[src/rtl/alu_pipe.sv]
// alu_pipe: two-stage integer ALU feeding the ROB writeback broadcast.
//   Stage 1 registers the issued operation; stage 2 computes the result and
//   registers it onto the alu_wb_* outputs (latency of two ready cycles).
// Optional feature: define ALU_MUL_EN to add op 16 (MUL, low 32 bits).
//   Without the macro, no multiplier exists and op 16 is reported illegal.
module alu_pipe #(
    parameter int OP_W  = 5,
    parameter int IDX_W = 4
) (
    input  logic             clk_in,
    input  logic             rst_n_in,
    input  logic             rdy_in,
    input  logic             rob_clear,
    input  logic             alu_valid,
    input  logic [31:0]      alu_r1,
    input  logic [31:0]      alu_r2,
    input  logic [OP_W-1:0]  alu_op,
    input  logic [IDX_W-1:0] alu_rob_idx,
    output logic             alu_wb_valid,
    output logic [IDX_W-1:0] alu_wb_idx,
    output logic [31:0]      alu_wb_value,
    output logic             illegal_op
);

    localparam logic [OP_W-1:0] OP_ADD  = OP_W'(0);
    localparam logic [OP_W-1:0] OP_SUB  = OP_W'(1);
    localparam logic [OP_W-1:0] OP_AND  = OP_W'(2);
    localparam logic [OP_W-1:0] OP_OR   = OP_W'(3);
    localparam logic [OP_W-1:0] OP_XOR  = OP_W'(4);
    localparam logic [OP_W-1:0] OP_SLL  = OP_W'(5);
    localparam logic [OP_W-1:0] OP_SRL  = OP_W'(6);
    localparam logic [OP_W-1:0] OP_SRA  = OP_W'(7);
    localparam logic [OP_W-1:0] OP_SLT  = OP_W'(8);
    localparam logic [OP_W-1:0] OP_SLTU = OP_W'(9);
    localparam logic [OP_W-1:0] OP_BEQ  = OP_W'(10);
    localparam logic [OP_W-1:0] OP_BNE  = OP_W'(11);
    localparam logic [OP_W-1:0] OP_BLT  = OP_W'(12);
    localparam logic [OP_W-1:0] OP_BGE  = OP_W'(13);
    localparam logic [OP_W-1:0] OP_BLTU = OP_W'(14);
    localparam logic [OP_W-1:0] OP_BGEU = OP_W'(15);
`ifdef ALU_MUL_EN
    localparam logic [OP_W-1:0] OP_MUL  = OP_W'(16);
`endif

    // Stage 1 registers
    logic             r_vld_p1;
    logic [OP_W-1:0]  r_op_p1;
    logic [31:0]      r_r1_p1;
    logic [31:0]      r_r2_p1;
    logic [IDX_W-1:0] r_idx_p1;

    // Stage 2 registers (drive the writeback outputs directly)
    logic             r_wb_vld_p2;
    logic [IDX_W-1:0] r_wb_idx_p2;
    logic [31:0]      r_wb_val_p2;
    logic             r_ill_p2;

    logic signed [31:0] w_r1_s;
    logic signed [31:0] w_r2_s;
    logic [4:0]         w_shamt;
    logic               w_lt_s;
    logic               w_lt_u;
    logic [31:0]        w_result;
    logic               w_illegal;

    assign w_r1_s  = r_r1_p1;
    assign w_r2_s  = r_r2_p1;
    assign w_shamt = r_r2_p1[4:0];
    assign w_lt_s  = (w_r1_s < w_r2_s);
    assign w_lt_u  = (r_r1_p1 < r_r2_p1);

`ifdef ALU_MUL_EN
    logic [31:0] w_mul;
    assign w_mul = r_r1_p1 * r_r2_p1;
`endif

    // Stage 2 combinational result; unknown op codes yield 0 and flag illegal
    always_comb begin
        w_result  = 32'd0;
        w_illegal = 1'b0;
        case (r_op_p1)
            OP_ADD:  w_result = r_r1_p1 + r_r2_p1;
            OP_SUB:  w_result = r_r1_p1 - r_r2_p1;
            OP_AND:  w_result = r_r1_p1 & r_r2_p1;
            OP_OR:   w_result = r_r1_p1 | r_r2_p1;
            OP_XOR:  w_result = r_r1_p1 ^ r_r2_p1;
            OP_SLL:  w_result = r_r1_p1 << w_shamt;
            OP_SRL:  w_result = r_r1_p1 >> w_shamt;
            OP_SRA:  w_result = w_r1_s >>> w_shamt;
            OP_SLT:  w_result = {31'd0, w_lt_s};
            OP_SLTU: w_result = {31'd0, w_lt_u};
            OP_BEQ:  w_result = {31'd0, r_r1_p1 == r_r2_p1};
            OP_BNE:  w_result = {31'd0, r_r1_p1 != r_r2_p1};
            OP_BLT:  w_result = {31'd0, w_lt_s};
            OP_BGE:  w_result = {31'd0, ~w_lt_s};
            OP_BLTU: w_result = {31'd0, w_lt_u};
            OP_BGEU: w_result = {31'd0, ~w_lt_u};
`ifdef ALU_MUL_EN
            OP_MUL:  w_result = w_mul;
`endif
            default: w_illegal = 1'b1;
        endcase
    end

    // Stage 1 operand capture; data needs no reset, only advances on a live issue
    always_ff @(posedge clk_in) begin
        if (!rob_clear && rdy_in && alu_valid) begin
            r_op_p1  <= alu_op;
            r_r1_p1  <= alu_r1;
            r_r2_p1  <= alu_r2;
            r_idx_p1 <= alu_rob_idx;
        end
    end

    // Pipeline control and writeback registers; flush overrides the ready stall
    always_ff @(posedge clk_in or negedge rst_n_in) begin
        if (!rst_n_in) begin
            r_vld_p1    <= 1'b0;
            r_wb_vld_p2 <= 1'b0;
            r_ill_p2    <= 1'b0;
            r_wb_idx_p2 <= '0;
            r_wb_val_p2 <= 32'd0;
        end else if (rob_clear) begin
            r_vld_p1    <= 1'b0;
            r_wb_vld_p2 <= 1'b0;
            r_ill_p2    <= 1'b0;
        end else if (rdy_in) begin
            r_vld_p1    <= alu_valid;
            r_wb_vld_p2 <= r_vld_p1;
            r_ill_p2    <= r_vld_p1 & w_illegal;
            if (r_vld_p1) begin
                r_wb_idx_p2 <= r_idx_p1;
                r_wb_val_p2 <= w_result;
            end
        end
    end

    assign alu_wb_valid = r_wb_vld_p2;
    assign alu_wb_idx   = r_wb_idx_p2;
    assign alu_wb_value = r_wb_val_p2;
    assign illegal_op   = r_ill_p2;

endmodule

[config.mk]
export PLATFORM = sky130hd
export DESIGN_NAME = alu_pipe
export DESIGN_NICKNAME = d
export VERILOG_FILES = /design/src/rtl/alu_pipe.sv
export SDC_FILE = /design/constraint.sdc
export NUM_CORES = 1
export LEC_CHECK = 0
export CAP_MARGIN = 20
export CORE_MARGIN = 2
export CORE_UTILIZATION = 40
export DETAILED_ROUTE_END_ITERATION = 6
export PLACE_DENSITY = 0.69
export SYNTH_ARGS = -nofsm -noshare
export SYNTH_HDL_FRONTEND = slang
export SYNTH_SLANG_ARGS = --single-unit
[constraint.sdc]
create_clock -name clk_in -period 4.4 [get_ports clk_in]
set_input_delay 1.1 -clock clk_in [delete_from_list [all_inputs] [get_ports clk_in]]
set_output_delay 1.1 -clock clk_in [all_outputs]
set_load 0.05 [all_outputs]
==> summary.txt <==
Logic synthesis
  – Warnings, synthesis: 0
  – Sequential fraction of the synthesis area: 25.1%
  – Main synth FF type: edfxtp_1
  – Post-synth EDFFs: 73
  – Post-synth top area cell: edfxtp_1
  – Mean post-synth cell area: 8.62 um^2
  – Synth cell types: 99
  – Synthesized area: 0.0126 mm^2
  – Area contributors post-synth: edfxtp_1 (17%), ha_1 (10%), mux4_2 (9.1%)
  – Net count after synthesis: 1,648
  – Fraction of registers with async set/reset: 34.8%
  – Share of the synthesized area in the top cell type: 17.4%
  – Syn Inst Count: 1,463
  – #FFs+latches synth: 112

CTS
  – Post-CTS setup buffer count: 0
  – H-Tree Depth: 3
  – CTS Buf Count: 9
  – CTS Sinks: 112
  – Cts-stage hold buffer count: 0
  – Reg clk slew, reported paths: 90 ps
  – Clock Path Buffers: 2
  – CTS tree: done
  – CTS root buf: clkbuf_16
  – Skew-Pair Late Insertion Delay: 400 ps
  – CTS resizes: 0

STA
  – Final setup violating endpoints: 0
  – Fin Setup TNS: 0 ps
  – Final period utilization: 84.1%
  – Final WS setup: 702 ps
  – Slew headroom: 44.1%
  – Fin crit period: 3700 ps
  – Slew at the pin closest to its max-slew limit: 828 ps
  – Fmax: 270 MHz
  – Final Max Tran Viols: 0
  – Fin Clk Skew: 16.9 ps
  – RSZ-0062 raised after global routing: false
  – Final-report hold violation count: 0

Worst setup path
  – Crit-path cells: inv_1 > ha_1 > o21ai_1 > a211o_1 > a21oi_2 > or4b_4 > a31oi_2 > o311ai_0 > a22oi_1 > a221oi_2
  – Critical path's largest stage delay: 770 ps
  – Worst setup EP type: flip-flop
  – Worst Setup SP: r_r1_p1[6]$_DFFE_PP_
  – Crit. path cell count: 10
  – Slowest stage cell on the critical path: o311ai_0
  – RR Startpoint: r_r1_p1[6]$_DFFE_PP_
  – Crit Path Class: flip-flop to flip-flop
  – CP Max Fanout: 10
  – Startpoint types: flip-flop
  – Arrival time at the worst endpoint: 4020 ps
  – Worst Path Buf+Inv: 1
  – Reg2reg path depth: 10
  – Delay-heaviest family, CP: compound AO/OA/AOI/OAI gates
  – Capture point of the worst reg-to-reg path: alu_wb_value[27]$_DFFE_PN0P_
  – CP Data Required Time: 4720 ps
  – R2r setup slk: 700 ps

Layout
  – Ratio of cells with drive above 1 in the final layout: 11.4%
  – Layout area overhead: 15.4%
  – Ant diodes: 0
  – Most frequent cells in the layout: nor2_1 (155), a21oi_1 (134), clkdlybuf4s50_1 (114)
  – Final instance area: 0.0146 mm^2
  – FILL cells: 3,013
  – Commonest non-fill, non-tap cell in the layout: nor2_1
  – Final #Nets: 1,721

Floorplanning
  – Die X: 182 um
  – Initial Util: 40.3%
  – Std cell rows: 65
  – Die H: 182 um
  – Die area: 0.0330 mm^2
  – Area of the core: 0.0313 mm^2
  – Ports: 116

Route
  – Vias per cell: 6.60
  – Number of DRC markers in iteration 0: 1,925
  – WL final: 51,600 um
  – Antenna-violating nets left: 0
  – Wire length per cell: 26.6 um
  – Via count: 12,800
  – DRT Pass-1 Iters: 6
  – Drt drc: 0

Power
  – VDD IR max: 205 uV
  – Net Switching: 0.00150 W
  – Tot Pwr: 0.00380 W
  – Net Sw Frac: 39.5%
  – Internal: 0.00230 W
  – Clock share of power: 24.8%
  – Logic gate share of total power: 40.3%
  – Leak Pwr: 5.73 nW
  – Power Dens Cells: 261 mW/mm^2
  – Sequential Power Share: 34.9%

Hold path
  – Hold depth: 2
  – Worst Hold Class: flip-flop to flip-flop
  – Hold endpoint: alu_wb_idx[2]$_DFFE_PN0P_
  – Origin of the worst min-delay path: r_idx_p1[2]$_DFFE_PP_

Global route
  – First-pass GRT wire length: 76,900 um
  – Gr usage total: 31.2%
  – Vias in the first global route: 12,100
  – Largest net degree at the start of global routing: 78
  – Antenna violations before repair: 2
  – Grt ovf: 0

Run status
  – Status: finished clean

Placement
  – Setup WS pre-CTS: 844 ps
  – Hpwl dp: 38,900 um
  – Placed instance area: 0.0142 mm^2
  – GPL Wtd Cong: 1.10
  – # port buffers: 115

Run
  – Max Cap Viol: 0
metal layers:
metal / global-route usage [%] / part of all wire [%] / vias to the layer above
li1: - / - / 5666
met4: 14.7 / 4.4 / 4
met5: 0 / 0.062 / -
met1: 44.8 / 42 / 6210
met2: 44.7 / 42 / 815
met3: 6.68 / 11 / 125
area by class of cell:
| type | instances | area, um^2 | share of cell area [%] |
|---|---|---|---|
| Clock inverter | 3 | 43.8 | 0.301 |
| Timing Repair Buffer | 174 | 1630 | 11.2 |
| Clock buffer | 13 | 282 | 1.93 |
| Inverter | 95 | 357 | 2.45 |
| Multi-Input combinational cell | 1144 | 8580 | 58.9 |
| Tap cell | 402 | 503 | 3.45 |
| Sequential cell | 112 | 3170 | 21.8 |
logic make-up after synthesis:
| group | synth area share [%] |
|---|---|
| AOI/OAI and AO/OA | 26.7 |
| xor gates and xnor gates | 0.416 |
| adders and majority gates | 10.7 |
| and+or+nand+nor | 15.9 |
| muxes | 14.0 |
| buffers and inverters | 7.05 |
| DFF | 25.1 |
sequential cells by signal, indices dropped and copies added (netlist names), 4 cells and up:
signal / flops
alu_wb_idx: 4
r_op_p1: 5
r_r2_p1: 32
alu_wb_value: 32
r_idx_p1: 4
r_r1_p1: 32
power groups by stage:
| stage | registers (W) | logic [W] | clock network, W |
|---|---|---|---|
| after floorplan | 0.00158 | 0.000736 | 0 |
| final | 0.00133 | 0.00153 | 0.000942 |
| after CTS | 0.00133 | 0.00150 | 0.000959 |
| after detailed placement | 0.00135 | 0.00149 | 0 |
| after global placement | 0.00135 | 0.00149 | 0 |
| after global routing | 0.00134 | 0.00162 | 0.000997 |
worst max-delay path by stage:
stage / slack (ps) / end
CTS: 850 / alu_wb_value[27]$_DFFE_PN0P_
finish: 700 / alu_wb_value[27]$_DFFE_PN0P_
floorplan: 660 / alu_wb_value[21]$_DFFE_PN0P_
global placement: 810 / alu_wb_value[0]$_DFFE_PN0P_
detailed placement: 840 / alu_wb_value[14]$_DFFE_PN0P_
global route: 490 / alu_wb_value[31]$_DFFE_PN0P_
Yosys cell counts (13+ instances only):
cell,count
a211oi_1,13
a21o_1,14
a21oi_1,134
a221oi_1,16
a22oi_1,18
a31oi_1,24
buf_2,33
clkbuf_1,61
dfrtp_1,39
edfxtp_1,73
ha_1,105
inv_1,90
mux2i_1,54
mux4_2,51
nand2_1,112
nand2b_1,15
nand3_1,32
nor2_1,156
nor3_1,32
o211ai_1,18
o21ai_0,88
o31ai_1,16
per-stage QoR:
stage	cells	hold WS, ps	utilization, %
after floorplan	1463	415	-
after global placement	1927	422	45.5
after detailed placement	1927	427	45.5
after CTS	1943	446	46.5
after global routing	1943	456	46.5
final	1943	442	46.5
worst register-to-register path: stages (launching register included):
cell and delay (ps):
edfxtp_1 610, inv_1 130, ha_1 520, o21ai_1 180, a211o_1 330, a21oi_2 240
or4b_4 210, a31oi_2 140, o311ai_0 770, a22oi_1 220, a221oi_2 290
Power figures use the tool's default switching activity.
